## config.mk

```make
export PLATFORM = sky130hd
export DESIGN_NAME = bakery_axi_mem_master
export DESIGN_NICKNAME = d
export VERILOG_FILES = /design/src/rtl/bakery_axi_mem_master.sv
export SDC_FILE = /design/constraint.sdc
export NUM_CORES = 1
export LEC_CHECK = 0
export CORE_MARGIN = 4
export CORE_UTILIZATION = 25
export DETAILED_ROUTE_END_ITERATION = 16
export GPL_TIMING_DRIVEN = 1
export PLACE_DENSITY = 0.72
export SYNTH_ARGS = -nofsm -noshare
export SYNTH_HDL_FRONTEND = slang
export SYNTH_SLANG_ARGS = --single-unit
```

## constraint.sdc

```tcl
create_clock -name clock -period 10.4 [get_ports clock]
set_clock_uncertainty 0.2 [all_clocks]
set_input_delay 2.08 -clock clock [delete_from_list [all_inputs] [get_ports clock]]
set_output_delay 2.08 -clock clock [all_outputs]
set_load 0.01 [all_outputs]
```

## src/rtl/bakery_axi_mem_master.sv

```systemverilog
// Memory-access stage of a bakery core: single-word commands in, AXI4-Lite master out, one response per command.
// Optional statistics counters are built only when BAKERY_AXI_MEM_STATS_EN is defined.
module bakery_axi_mem_master #(
  parameter int ADDR_W = 32,
  parameter int DATA_W = 32
) (
  input  logic                clock,
  input  logic                reset,
  input  logic                cmd_valid,
  output logic                cmd_ready,
  input  logic                cmd_wr,
  input  logic [ADDR_W-1:0]   cmd_addr,
  input  logic [DATA_W-1:0]   cmd_data,
  output logic                rsp_valid,
  input  logic                rsp_ready,
  output logic [DATA_W-1:0]   rsp_data,
  output logic                rsp_err,
  output logic [ADDR_W-1:0]   m_awaddr,
  output logic                m_awvalid,
  input  logic                m_awready,
  output logic [DATA_W-1:0]   m_wdata,
  output logic [DATA_W/8-1:0] m_wstrb,
  output logic                m_wvalid,
  input  logic                m_wready,
  input  logic [1:0]          m_bresp,
  input  logic                m_bvalid,
  output logic                m_bready,
  output logic [ADDR_W-1:0]   m_araddr,
  output logic                m_arvalid,
  input  logic                m_arready,
  input  logic [DATA_W-1:0]   m_rdata,
  input  logic [1:0]          m_rresp,
  input  logic                m_rvalid,
  output logic                m_rready,
  output logic [2:0]          m_awprot,
  output logic [2:0]          m_arprot,
  output logic [31:0]         stat_rd_cnt,
  output logic [31:0]         stat_wr_cnt,
  output logic [31:0]         stat_err_cnt
);

  localparam int STRB_W = DATA_W / 8;
  localparam logic [ADDR_W-1:0] ALIGN_MASK = ~ADDR_W'(STRB_W - 1);

  typedef enum logic [2:0] {IDLE, WR, WR_B, RD_AR, RD_R, RSP} state_t;

  state_t              state;
  logic [ADDR_W-1:0]   addr_q;
  logic [DATA_W-1:0]   wdata_q;

  assign m_awaddr = addr_q;
  assign m_araddr = addr_q;
  assign m_wdata  = wdata_q;
  assign m_wstrb  = '1;
  assign m_awprot = 3'b000;
  assign m_arprot = 3'b000;

  // Command capture: address is word-aligned once here so AW/AR never carry low byte bits.
  always_ff @(posedge clock) begin
    if (state == IDLE && cmd_ready && cmd_valid) begin
      addr_q  <= cmd_addr & ALIGN_MASK;
      wdata_q <= cmd_data;
    end
  end

  always_ff @(posedge clock) begin
    if (reset) begin
      state     <= IDLE;
      cmd_ready <= 1'b0;
      m_awvalid <= 1'b0;
      m_wvalid  <= 1'b0;
      m_bready  <= 1'b0;
      m_arvalid <= 1'b0;
      m_rready  <= 1'b0;
      rsp_valid <= 1'b0;
      rsp_data  <= '0;
      rsp_err   <= 1'b0;
    end else begin
      case (state)
        IDLE: begin
          if (cmd_ready && cmd_valid) begin
            cmd_ready <= 1'b0;
            if (cmd_wr) begin
              state     <= WR;
              m_awvalid <= 1'b1;
              m_wvalid  <= 1'b1;
            end else begin
              state     <= RD_AR;
              m_arvalid <= 1'b1;
            end
          end else begin
            cmd_ready <= 1'b1;
          end
        end
        WR: begin
          if (m_awready) m_awvalid <= 1'b0;
          if (m_wready)  m_wvalid  <= 1'b0;
          // B is only taken once both address and data beats are gone.
          if ((!m_awvalid || m_awready) && (!m_wvalid || m_wready)) begin
            state    <= WR_B;
            m_bready <= 1'b1;
          end
        end
        WR_B: begin
          if (m_bvalid) begin
            m_bready  <= 1'b0;
            rsp_valid <= 1'b1;
            rsp_data  <= '0;
            rsp_err   <= (m_bresp != 2'b00);
            state     <= RSP;
          end
        end
        RD_AR: begin
          if (m_arready) begin
            m_arvalid <= 1'b0;
            m_rready  <= 1'b1;
            state     <= RD_R;
          end
        end
        RD_R: begin
          if (m_rvalid) begin
            m_rready  <= 1'b0;
            rsp_valid <= 1'b1;
            rsp_data  <= m_rdata;
            rsp_err   <= (m_rresp != 2'b00);
            state     <= RSP;
          end
        end
        RSP: begin
          if (rsp_ready) begin
            rsp_valid <= 1'b0;
            cmd_ready <= 1'b1;
            state     <= IDLE;
          end
        end
        default: state <= IDLE;
      endcase
    end
  end

`ifdef BAKERY_AXI_MEM_STATS_EN
  logic [31:0] rd_cnt;
  logic [31:0] wr_cnt;
  logic [31:0] err_cnt;
  logic        r_hs;
  logic        b_hs;

  assign r_hs = m_rvalid && m_rready;
  assign b_hs = m_bvalid && m_bready;

  always_ff @(posedge clock) begin
    if (reset) begin
      rd_cnt  <= '0;
      wr_cnt  <= '0;
      err_cnt <= '0;
    end else begin
      if (r_hs) rd_cnt <= rd_cnt + 32'd1;
      if (b_hs) wr_cnt <= wr_cnt + 32'd1;
      if ((r_hs && m_rresp != 2'b00) || (b_hs && m_bresp != 2'b00))
        err_cnt <= err_cnt + 32'd1;
    end
  end

  assign stat_rd_cnt  = rd_cnt;
  assign stat_wr_cnt  = wr_cnt;
  assign stat_err_cnt = err_cnt;
`else
  assign stat_rd_cnt  = '0;
  assign stat_wr_cnt  = '0;
  assign stat_err_cnt = '0;
`endif

endmodule

```

==> flow_summary.json <==
{
  "status": "complete, no violations",
  "r2r_cells": 5,
  "power.leakage_uw": 0.00258,
  "required_ns": 10.47,
  "crit_chain": "clkdlybuf4s50_1 -> buf_4 -> a211o_1 -> or3_1 -> o31ai_1",
  "drc": 0,
  "post_cts_buffers": 0,
  "first_iter_violations": 105,
  "cts_tree": "yes",
  "firstDrtPassIters": 4,
  "fin_crit_ns": 4.05,
  "clock_path_buffers": 2,
  "grt_max_degree": 35,
  "vias": 3176,
  "ys_warn_count": 0,
  "hold_viol_final": 0,
  "root_buffer": "clkbuf_16",
  "critPathLaunch": "reset",
  "fillCellCount": 1796,
  "min_path_type": "flop to flop",
  "synth_flop_cell": "edfxtp_1",
  "overflow": 0,
  "antenna_left": 0,
  "drive_above_1_share_pct": 3.98,
  "p_per_area_nw_per_um2": 183,
  "ys_seq_elements": 105,
  "worstMarginPinSlew_ns": 1.15,
  "area_growth_pct": 50.5,
  "final_max_slew_viol_count": 0,
  "maxCapViolations": 0,
  "clk_latency_ns": 0.34,
  "grt_pass1_wl_um": 16900,
  "crit_path_end": "state[0]$_SDFFE_PP0P_",
  "post_cts_resize_count": 0,
  "vias_per_cell": 3.82,
  "layout_common_cells": "clkdlybuf4s50_1 (239), conb_1 (110), edfxtp_1 (62), dfxtp_1 (43), nor2_1 (38)",
  "h-tree-depth": 3,
  "die_height_um": 143,
  "setup_viol": 0,
  "rr_endpoint": "rsp_err$_SDFFE_PP0P_",
  "drt-total-wl_um": 12700,
  "wl_per_cell_um": 15.2,
  "core_area_um2": 18000,
  "slowest_stage": "clkdlybuf4s50_1",
  "die_w_um": 143,
  "seq_area_frac_synth_pct": 59.4,
  "clock_sinks": 105,
  "dp_slack_ns": 5.94,
  "rsz0062_at_grt": "false",
  "place_area_um2": 6590,
  "fmax_ghz": 0.247,
  "antenna_found_initial": 1,
  "slowest_delay_ns": 0.93,
  "initial_core_util_pct": 25.4,
  "syn_avg_cell_area_um2": 11.7,
  "worstPathArrival_ns": 4.12,
  "grtUsageTotal_pct": 10.8,
  "place_hpwl_um": 9850,
  "critPathCaptureType": "flop",
  "stdcell_area_um2": 6900,
  "slew_headroom_pct": 23.5,
  "grt_pass1_vias": 2886,
  "finalCritPeriodShare_pct": 39.0,
  "power_uw": 1260,
  "insertedDiodeCount": 0,
  "cts_buffers": 9,
  "pin_count": 352,
  "r2r_start": "state[2]$_SDFFE_PP0P_",
  "row_count": 49,
  "hold_depth": 2,
  "start_kind": "primary input",
  "cts_hold_buf": 0,
  "layout_commonest_cell": "clkdlybuf4s50_1",
  "dieArea_um2": 20600,
  "vdd_drop_max_v": 0.0000794,
  "synthCells": 391,
  "final.setup.worst_slack_ns": 6.35,
  "gp_congestion": 0.751,
  "port_buffers": 239,
  "nNetsFinal": 708,
  "path_class": "primary input to flop",
  "yosysUniqueCellTypes": 34,
  "synth_area_um2": 4580,
  "setup_tns_ns": 0,
  "async_flop_share_pct": 0,
  "r2r_slack_ns": 8.00,
  "clk_pin_slew_ns": 0.08,
  "crit_fanout": 26,
  "synth_edf_count": 62
}
-- layer usage --
layer | global-route usage, % | part of all wire, % | wire, um
met1 | 12.4 | 38 | 4810
met2 | 18.2 | 50 | 6270
met3 | 4.76 | 11 | 1430
met4 | 3.57 | 1.0 | 130
met5 | 0 | 0.10 | 13
-- synthesized netlist by cell type (2+ instances only) --
library cell  number  share of area (%)
nand2b_1           2               0.27
dfxtp_1           43                 19
clkbuf_1           5               0.41
o21ai_0            5               0.55
nor3_1             3               0.33
a211o_1            2               0.38
edfxtp_1          62                 41
a22oi_1           32                5.2
nor2_1            38                3.1
inv_1              4               0.33
a21oi_1            8               0.87
nor2b_1            3               0.41
buf_4            141                 23
a311oi_1           2               0.38
nand2_1            9               0.74
or3_1              2               0.27
o31ai_1            2               0.33
buf_2              8               0.87
nand3_1            4               0.44
conb_1             2               0.16
-- through the flow --
stage	hold slack, ns	util (%)	std cells
floorplan	0.276	-	499
global placement	0.243	36.5	816
detailed placement	0.258	36.5	816
CTS	0.274	38.3	832
global route	0.289	38.3	832
finish	0.273	38.3	832
-- worst min path at each step --
stage	startpoint	slack (ns)	endpoint
5_1_grt	rsp_err$_SDFFE_PP0P_	0.29	rsp_err$_SDFFE_PP0P_
6_report	rsp_err$_SDFFE_PP0P_	0.27	rsp_err$_SDFFE_PP0P_
2_1_floorplan	rsp_data[31]$_SDFFE_PP0P_	0.28	rsp_data[31]$_SDFFE_PP0P_
3_3_place_gp	rsp_err$_SDFFE_PP0P_	0.24	rsp_err$_SDFFE_PP0P_
4_1_cts	rsp_err$_SDFFE_PP0P_	0.27	rsp_err$_SDFFE_PP0P_
3_5_place_dp	rsp_err$_SDFFE_PP0P_	0.26	rsp_err$_SDFFE_PP0P_
-- kinds of logic (layout without fill, tap and decap cells) --
logic type             count (synthesis)  after routing  synth area share (%)
other                                  2            110                 0.164
buffers and inverters                160            264                  24.9
flip-flops                           105            105                  59.4
AND/OR/NAND/NOR                       67             67                  6.63
AO/OA/AOI/OAI                         57             57                  8.95
-- flip-flops by register name (all words and copies together) (netlist names) --
register and cells:
m_bready 1, m_rready 1, m_wdata 32, rsp_data 32, state 3, m_awvalid 1, m_araddr 30, m_arvalid 1
rsp_err 1, rsp_valid 1, cmd_ready 1, m_wvalid 1
-- power breakdown --
part           internal [uW]  total (uW)  switching [uW]  leakage, uW
combinational            183         350             167      0.00150
clock                    194         362             168     0.000156
sequential               512         549            36.4     0.000916
total                    890        1260             371      0.00258
-- worst max-delay path, delay by kind of cell --
kind                   cells  cell delay [ns]
AND/OR/NAND/NOR            1             0.30
buffers and inverters      2             1.40
AO/OA/AOI/OAI              2             0.33
-- final cells by class --
class	count	area (um^2)	share of cell area [%]
inverters	5	18.8	0.272
flip-flops and latches	105	2720	39.4
repair buffers	243	2420	35.1
well taps	229	287	4.15
clock inverters	7	90.1	1.31
clock buffers	9	225	3.26
multi-input cells	234	1140	16.5
Note: power is estimated with default switching activity, not from simulation.
